**src/rtl/trigger_seq.sv**
```systemverilog
// trigger_seq: parametrised multi-stage sequential trigger for the capture path.
// Each stage matches masked sample values (optionally on a rising edge), may
// wait a strobe-counted delay, and either advances the sequencer level or
// starts the capture by raising the sticky run flag.
module trigger_seq #(
    parameter int STAGES = 4,
    parameter int WIDTH  = 32,
    parameter int LVL_W  = $clog2(STAGES)
) (
    input  logic             clk_i,
    input  logic             rst_i,
    input  logic [31:0]      cmd_i,
    input  logic [LVL_W-1:0] stg_i,
    input  logic             set_mask_i,
    input  logic             set_val_i,
    input  logic             set_cfg_i,
    input  logic             exec_i,
    input  logic             arm_i,
    input  logic             stb_i,
    input  logic [WIDTH-1:0] smpls_i,
    output logic             run_o,
    output logic             armed_o,
    output logic [LVL_W-1:0] lvl_o
);

    typedef enum logic [1:0] {
        S_IDLE,
        S_WAIT,
        S_DELAY,
        S_DONE
    } stage_t;

    localparam logic [LVL_W-1:0] LVL_MAX = LVL_W'(STAGES - 1);

    // per-stage configuration
    logic [WIDTH-1:0] mask_q  [STAGES];
    logic [WIDTH-1:0] val_q   [STAGES];
    logic [15:0]      dly_q   [STAGES];
    logic [LVL_W-1:0] lev_q   [STAGES];
    logic             edge_q  [STAGES];
    logic             start_q [STAGES];

    // per-stage sequencing state
    stage_t           st_q    [STAGES];
    logic [15:0]      cnt_q   [STAGES];

    logic [WIDTH-1:0] prev_q;
    logic             armed_q;
    logic             run_q;
    logic [LVL_W-1:0] lvl_q;

    logic [STAGES-1:0] hit;
    logic [STAGES-1:0] elig;
    logic [STAGES-1:0] fire;
    logic [STAGES-1:0] start_fire;

    // only part of the command word is meaningful for a given WIDTH/LVL_W
    logic unused_cmd;
    assign unused_cmd = ^cmd_i;

    // match, eligibility and fire decode for every stage on the current sample
    always_comb begin
        hit        = '0;
        elig       = '0;
        fire       = '0;
        start_fire = '0;
        for (int unsigned i = 0; i < STAGES; i++) begin
            hit[i] = (((smpls_i ^ val_q[i]) & mask_q[i]) == '0) &&
                     (!edge_q[i] || (((smpls_i ^ prev_q) & smpls_i & mask_q[i]) != '0));
            elig[i] = armed_q && (st_q[i] == S_WAIT) && (lev_q[i] == lvl_q);
            fire[i] = stb_i && !arm_i &&
                      ((elig[i] && hit[i] && (dly_q[i] == 16'd0)) ||
                       ((st_q[i] == S_DELAY) && (cnt_q[i] == 16'd1)));
            start_fire[i] = fire[i] && start_q[i];
        end
    end

    // configuration writes, stage FSMs, level sequencer and run/armed flags
    always_ff @(posedge clk_i) begin
        if (rst_i) begin
            prev_q  <= '0;
            armed_q <= 1'b0;
            run_q   <= 1'b0;
            lvl_q   <= '0;
            for (int unsigned i = 0; i < STAGES; i++) begin
                mask_q[i]  <= '0;
                val_q[i]   <= '0;
                dly_q[i]   <= '0;
                lev_q[i]   <= '0;
                edge_q[i]  <= 1'b0;
                start_q[i] <= 1'b0;
                st_q[i]    <= S_IDLE;
                cnt_q[i]   <= '0;
            end
        end else begin
            if (stb_i) begin
                prev_q <= smpls_i;
            end

            // stage index compared per slot so out-of-range targets match nothing
            for (int unsigned i = 0; i < STAGES; i++) begin
                if (exec_i && (stg_i == LVL_W'(i))) begin
                    if (set_mask_i) mask_q[i] <= cmd_i[WIDTH-1:0];
                    if (set_val_i)  val_q[i]  <= cmd_i[WIDTH-1:0];
                    if (set_cfg_i) begin
                        dly_q[i]   <= cmd_i[15:0];
                        lev_q[i]   <= cmd_i[16 +: LVL_W];
                        edge_q[i]  <= cmd_i[26];
                        start_q[i] <= cmd_i[27];
                    end
                end
            end

            if (arm_i) begin
                armed_q <= 1'b1;
                run_q   <= 1'b0;
                lvl_q   <= '0;
                for (int unsigned i = 0; i < STAGES; i++) begin
                    st_q[i]  <= S_WAIT;
                    cnt_q[i] <= '0;
                end
            end else if (stb_i) begin
                if (|start_fire) begin
                    run_q   <= 1'b1;
                    armed_q <= 1'b0;
                    for (int unsigned i = 0; i < STAGES; i++) begin
                        st_q[i]  <= S_IDLE;
                        cnt_q[i] <= '0;
                    end
                end else begin
                    if ((|fire) && (lvl_q != LVL_MAX)) begin
                        lvl_q <= lvl_q + 1'b1;
                    end
                    for (int unsigned i = 0; i < STAGES; i++) begin
                        case (st_q[i])
                            S_WAIT: begin
                                if (elig[i] && hit[i]) begin
                                    if (dly_q[i] == 16'd0) begin
                                        st_q[i] <= S_DONE;
                                    end else begin
                                        cnt_q[i] <= dly_q[i];
                                        st_q[i]  <= S_DELAY;
                                    end
                                end
                            end
                            S_DELAY: begin
                                if (cnt_q[i] == 16'd1) begin
                                    cnt_q[i] <= '0;
                                    st_q[i]  <= S_DONE;
                                end else begin
                                    cnt_q[i] <= cnt_q[i] - 16'd1;
                                end
                            end
                            default: begin
                            end
                        endcase
                    end
                end
            end
        end
    end

    assign run_o   = run_q;
    assign armed_o = armed_q;
    assign lvl_o   = lvl_q;

endmodule

```
**config.mk**
```make
export PLATFORM = sky130hd
export DESIGN_NAME = trigger_seq
export DESIGN_NICKNAME = d
export VERILOG_FILES = /design/src/rtl/trigger_seq.sv
export SDC_FILE = /design/constraint.sdc
export NUM_CORES = 1
export LEC_CHECK = 0
export CAP_MARGIN = 15
export CORE_MARGIN = 4
export CORE_UTILIZATION = 56
export DETAILED_ROUTE_END_ITERATION = 8
export PLACE_DENSITY = 0.75
export SYNTH_ARGS = -nofsm -noshare
export SYNTH_HDL_FRONTEND = slang
export SYNTH_SLANG_ARGS = --single-unit
```
**constraint.sdc**
```tcl
create_clock -name clk_i -period 5.5 [get_ports clk_i]
set_clock_uncertainty 0.1 [all_clocks]
set_input_delay 1.65 -clock clk_i [delete_from_list [all_inputs] [get_ports clk_i]]
set_output_delay 1.65 -clock clk_i [all_outputs]
set_load 0.01 [all_outputs]
```
==> results.py, run 1 <==
metrics = {
    "clock_tree": {
        "clkLatencyLatePin_ns": 0.59,
        "cts_tree": "built",
        "cts_made_buffers": 47,
        "post_cts_resized": 0,
        "h-tree-depth": 2,
        "clkSinkCount": 444,
        "hold_buffers": 0,
        "cts_setup_buffers": 0,
        "clkTransAtPathRegs_ns": 0.06,
        "clockRootBuffer": "clkbuf_16",
        "cts_buffer_depth": 3,
    },
    "global_route": {
        "overflow": 0,
        "grt_pass1_wl_um": 108000,
        "grt_max_degree": 38,
        "gr-usage-all-layers_pct": 33.9,
        "grt_pass1_vias": 15660,
        "antenna_found_initial": 5,
    },
    "final_layout": {
        "final_common_cell": "edfxtp_1",
        "nNetsFinal": 2078,
        "final_cells": 2562,
        "final_util_pct": 64.2,
        "nFillCells": 3072,
        "final_cell_mix": "edfxtp_1, and2_1, xor2_1",
        "drive_gt1_share_pct": 9.10,
        "area.growth.synth_to_final_pct": 13.5,
    },
    "sta": {
        "worstMarginPinSlew_ns": 1.16,
        "finalHoldViolCount": 0,
        "period_share_pct": 87.7,
        "rsz0062_at_grt": "no",
        "fmax_mhz": 207,
        "timing.slew.headroom_pct": 22.3,
        "fin_crit_ns": 4.82,
        "setup_tns_ns": 0,
        "slew_violations": 0,
        "final-setup-viol-count": 0,
    },
    "floorplan": {
        "dieWidth_um": 208,
        "fp.dieArea_um2": 43400,
        "num_io_pins": 78,
        "core_area_um2": 39700,
        "rows": 73,
        "die_y_um": 208,
        "start_util_pct": 56.6,
    },
    "synth": {
        "ys.flop_type": "edfxtp_1",
        "synth_seq_cells": 444,
        "synth_nets": 1993,
        "ys_async_sr_fraction_pct": 0,
        "syn_inst": 1910,
        "syn_area_um2": 22500,
        "yosysTopAreaCell": "edfxtp_1",
        "yosysWarnings": 0,
        "synth_cell_types": 68,
        "syn_avg_cell_area_um2": 11.8,
        "synth_seq_area_share_pct": 57.6,
        "synth_enable_flop_cells": 405,
        "yosysTopAreaCellShare_pct": 54.1,
        "synth_area_leaders": "edfxtp_1, and2_1, xor2_1",
    },
    "critical_path": {
        "slowest_delay_ns": 0.76,
        "cp.arrival_ns": 5.18,
        "slowest_stage": "nor3_2",
        "crit_path_frequent_cell": "nand4_1",
        "path_max_fanout": 16,
        "crit_chain": "clkdlybuf4s50_1 > buf_4 > xor2_1 > a22oi_1 > nand4_1 > nor3_1 > nand4_1 > or4_1 > nor3_2 > a22o_1",
        "crit_type": "in2reg",
        "worstPathRequired_ns": 5.85,
        "cp-end-kind": "register",
        "cp-start-kind": "primary input",
        "path_buf_inv": 2,
        "path_delay_family": "simple AND/OR/NAND/NOR gates",
    },
    "detailed_routing": {
        "drcViolationCount": 0,
        "antenna_left": 0,
        "route.detailed.wl_per_inst_um": 29.4,
        "first_pass_iters": 6,
        "first_iter_violations": 2107,
        "viasPerCell": 6.39,
        "vias": 16360,
        "wirelength_um": 75300,
    },
    "placed_design": {
        "hpwl_um": 53100,
        "placed_cells": 2471,
        "place.gp.congestion": 1.08,
        "port_buffers": 77,
    },
    "run_status": {
        "status": "finished clean",
    },
    "pwr": {
        "power_leakage_nw": 9.30,
        "p_per_area_nw_per_um2": 317,
        "ir_worst_vdd_v": 0.000251,
    },
    "run": {
        "maxCapViolCount": 0,
    },
    "worst_hold_path": {
        "holdCritPathClass": "reg2reg",
    },
}
==> stage by stage <==
stage | hold slack, ns | setup WS, ns | cell area (µm²) | total power, mW
final | 0.389 | 0.675 | 25500 | 8.08
after global routing | 0.406 | 0.519 | 25500 | 8.28
after CTS | 0.388 | 0.767 | 25500 | 8.07
after detailed placement | 0.378 | 0.159 | 24000 | 4.96
after global placement | 0.370 | 0.301 | 24000 | 4.94
after floorplan | 0.356 | 0.239 | 22500 | 4.52
==> worst register-to-register path: stages, from the launching register on <==
cell and delay, ns:
dfxtp_1 0.64, xor2_1 0.13, nor4_1 0.68, nand4_1 0.22, nor3_1 0.43, nand4_1 0.16
or4_1 0.44, nor3_2 0.76, a22o_1 0.27
==> cell families (layout without fill, tap and decap cells) <==
| kind of cell | after synthesis | in the layout | synth area share, % |
|---|---|---|---|
| AO/OA/AOI/OAI | 188 | 188 | 6.25 |
| XOR/XNOR | 184 | 184 | 7.17 |
| adder cells (fa/ha/maj) | 9 | 9 | 0.501 |
| buffers and inverters | 127 | 251 | 2.71 |
| flip-flops | 444 | 444 | 57.6 |
| multiplexers | 32 | 32 | 1.43 |
| other | 0 | 3 | 0 |
| AND/OR/NAND/NOR | 926 | 926 | 24.4 |
==> where the power goes <==
part           switching, mW  leakage (nW)  internal [mW]  total, mW
clock network           1.33         0.737           1.83       3.16
logic                  0.566          4.22          0.294      0.860
registers              0.167          4.34           3.90       4.06
total                   2.06          9.30           6.02       8.08
==> cell type report <==
cell class              instances  area, µm²  area share (%)
well taps                     525        657            2.58
clock inverters                24        238           0.932
flip-flops and latches        444      12900            50.8
inverters                      16       60.1           0.236
multi-input cells            1339       8950            35.1
repair buffers                147       1360            5.34
diodes                          3       7.51          0.0294
clock buffers                  64       1280            5.02
==> synthesized netlist by cell type (6+ instances only) <==
cell,number
edfxtp_1,405
o21ai_0,9
buf_2,30
nor2b_1,13
nand3b_1,122
nand3_1,19
nor2_2,10
xnor2_1,28
nor3_1,29
and4_1,9
buf_4,7
clkbuf_1,63
dfxtp_1,39
ha_1,9
a21oi_2,10
nand2_1,92
nand2b_1,6
nand4_1,70
inv_1,16
mux2i_1,32
a22o_1,28
nor2_1,123
and3_1,6
and2_1,338
or3_1,13
buf_6,7
xor2_1,156
a22oi_1,62
a21o_1,12
nor4_1,42
a21oi_1,32
==> registers in the layout, indices dropped and copies added (netlist names) <==
name and cells:
lev_q 8, run_o 1, dly_q 64, val_q 128
edge_q 4, lvl_o 2, mask_q 128, cnt_q 64
prev_q 32, st_q 8, armed_o 1, start_q 4
==> path summary, 6_finish.rpt <==
check | start | to | slack, ns | cells past startpoint
hold reg to reg | st_q[1][1] | st_q[1][1] | 0.39 | 1
setup reg to reg | lvl_o[1] | cnt_q[0][8] | 1.53 | 8
hold / removal | st_q[1][1] | st_q[1][1] | 0.39 | 1
setup / recovery | smpls_i[3] | cnt_q[0][8] | 0.68 | 10
==> per-layer routing <==
metal  up-vias  share of wire [%]  track usage (%)
met5         -              0.053                0
met4         6                7.1             19.0
met3       257                 10             7.12
met2      1039                 46             54.8
met1      7960                 36             42.9
li1       7098                  -                -
No activity file was read; power rests on OpenSTA's default activity.
==> run 2: changes to the inputs <==
--- a/config.mk
+++ b/config.mk
@@ -7,9 +7,9 @@
 export LEC_CHECK = 0
 export CAP_MARGIN = 15
 export CORE_MARGIN = 4
-export CORE_UTILIZATION = 56
+export CORE_UTILIZATION = 53
 export DETAILED_ROUTE_END_ITERATION = 8
-export PLACE_DENSITY = 0.75
+export PLACE_DENSITY = 0.71
 export SYNTH_ARGS = -nofsm -noshare
 export SYNTH_HDL_FRONTEND = slang
 export SYNTH_SLANG_ARGS = --single-unit
==> run 2 against run 1 <==
- die area is 5.4% higher
- sequential share of layout area decreased by 0.21 points
- final cell count is 0.66% higher
- cell area is 0.42% higher
- first-iteration DRC count fell by 4.4%
- via count is 0.24% lower
- clock power grew 4%
- sequential power barely moved
- fmax down 3.9%
- critical path depth unchanged
- power increased by 1.6%
- non-clock buffer count is 7 higher
- largest power group unchanged
==> results.py, run 2 (synthesis results as in run 1) <==
metrics = {
    "final_layout": {
        "nNetsFinal": 2085,
        "area.growth.synth_to_final_pct": 13.9,
        "final_util_pct": 61.1,
        "final_common_cell": "edfxtp_1",
        "final_cells": 2579,
        "final_cell_mix": "edfxtp_1, and2_1, xor2_1",
        "drive_gt1_share_pct": 9.91,
        "top_regs": "mask_q: 128 flops, val_q: 128 flops",
    },
    "clock_tree": {
        "clkTransAtPathRegs_ns": 0.06,
        "clkSinkCount": 444,
        "cts_tree": "built",
        "cts_setup_buffers": 0,
        "clkLatencyLatePin_ns": 0.59,
        "post_cts_resized": 0,
        "cts_made_buffers": 47,
        "clockRootBuffer": "clkbuf_16",
        "cts_buffer_depth": 3,
        "hold_buffers": 0,
        "h-tree-depth": 2,
    },
    "detailed_routing": {
        "routed-wl-met2_um": 36100,
        "drcViolationCount": 0,
        "drt-met1-wl_um": 28800,
        "antenna_left": 0,
        "first_iter_violations": 2014,
        "viasPerCell": 6.33,
        "wirelength_um": 76500,
        "wl_met3_um": 6580,
        "topRoutingLayerUsed": "met5",
        "route.detailed.wl_per_inst_um": 29.7,
        "first_pass_iters": 5,
        "vias": 16321,
    },
    "worst_hold_path": {
        "holdCritPathClass": "reg2reg",
    },
    "sta": {
        "period_share_pct": 91.3,
        "fmax_mhz": 199,
        "slew_violations": 0,
        "setup_slack_ns": 0.480,
        "fin_crit_ns": 5.02,
        "rsz0062_at_grt": "no",
        "final-setup-viol-count": 0,
        "finalHoldViolCount": 0,
        "timing.slew.headroom_pct": 25.6,
        "worstMarginPinSlew_ns": 1.11,
    },
    "critical_path": {
        "worstPathRequired_ns": 5.84,
        "cp-start-kind": "primary input",
        "path_buf_inv": 2,
        "path_max_fanout": 17,
        "crit_chain": "clkdlybuf4s50_1 > xor2_1 > a22oi_1 > nand4_1 > nor4_2 > buf_4 > nand3_1 > or3b_1 > nor3_2 > o22a_1",
        "cp-end-kind": "register",
        "slowest_stage": "clkdlybuf4s50_1",
        "path_delay_family": "simple AND/OR/NAND/NOR gates",
        "crit_type": "in2reg",
        "cp.arrival_ns": 5.36,
        "slowest_delay_ns": 0.90,
    },
    "placed_design": {
        "placed_cells": 2492,
        "hpwl_um": 55300,
        "place.gp.congestion": 1.09,
        "port_buffers": 77,
        "pre_cts_slack_ns": 0.00853,
    },
    "floorplan": {
        "start_util_pct": 53.6,
        "die_y_um": 214,
        "dieWidth_um": 214,
        "num_io_pins": 78,
        "rows": 75,
        "fp.dieArea_um2": 45800,
        "core_area_um2": 41900,
    },
    "global_route": {
        "grt_pass1_vias": 15960,
        "grt_max_degree": 53,
        "gr-usage-all-layers_pct": 32.8,
        "antenna_found_initial": 6,
        "grt_pass1_wl_um": 110000,
        "overflow": 0,
    },
    "run": {
        "maxCapViolCount": 0,
    },
    "pwr": {
        "power_leakage_nw": 9.35,
        "ir_worst_vdd_v": 0.000272,
        "p_per_area_nw_per_um2": 321,
    },
    "run_status": {
        "status": "finished clean",
    },
}
[run 2: final timing paths]
check / depth (start not counted) / end / start / slack, ns
max: 10 / cnt_q[1][11] / smpls_i[17] / 0.48
min: 1 / st_q[1][1] / st_q[1][1] / 0.39
max reg2reg: 8 / cnt_q[0][6] / lvl_o[0] / 1.47
min reg2reg: 1 / st_q[1][1] / st_q[1][1] / 0.39
[run 2: power breakdown]
part           switching (mW)  internal, mW
logic                   0.562         0.293
clock network            1.36          1.92
registers               0.174          3.90
[run 2: through the flow]
step	power, mW	cell area [µm²]	setup TNS (ns)	hold slack (ns)
floorplan	4.52	22500	0	0.356
global placement	4.96	24000	-14.39	0.376
detailed placement	4.97	24000	0	0.379
CTS	8.20	25600	0	0.390
global route	8.41	25600	0	0.406
finish	8.21	25600	0	0.393
[run 2: final cells by class]
| type | count | area (µm²) |
|---|---|---|
| sequential | 444 | 12900 |
| tap | 539 | 674 |
| clock inverter | 29 | 309 |
| antenna | 1 | 2.50 |
| inverter | 16 | 60.1 |
| fill | 3399 | 16300 |
| timing repair buffer | 154 | 1400 |
| clock buffer | 57 | 1270 |
| multi-input combinational | 1339 | 8950 |
[run 2: metal layers]
metal | GRT usage [%] | up-vias
met5 | 0 | -
met4 | 18.5 | 2
met3 | 6.31 | 227
met2 | 53.9 | 877
met1 | 41.0 | 8090
li1 | - | 7125
==> run 3: changes to the inputs <==
--- a/config.mk
+++ b/config.mk
@@ -10,6 +10,7 @@
 export CORE_UTILIZATION = 53
 export DETAILED_ROUTE_END_ITERATION = 8
 export PLACE_DENSITY = 0.71
+export SETUP_SLACK_MARGIN = 0.1
 export SYNTH_ARGS = -nofsm -noshare
 export SYNTH_HDL_FRONTEND = slang
 export SYNTH_SLANG_ARGS = --single-unit
==> results of run 3 <==
No change in the layout: final DEF, timing and power equal those of run 2.
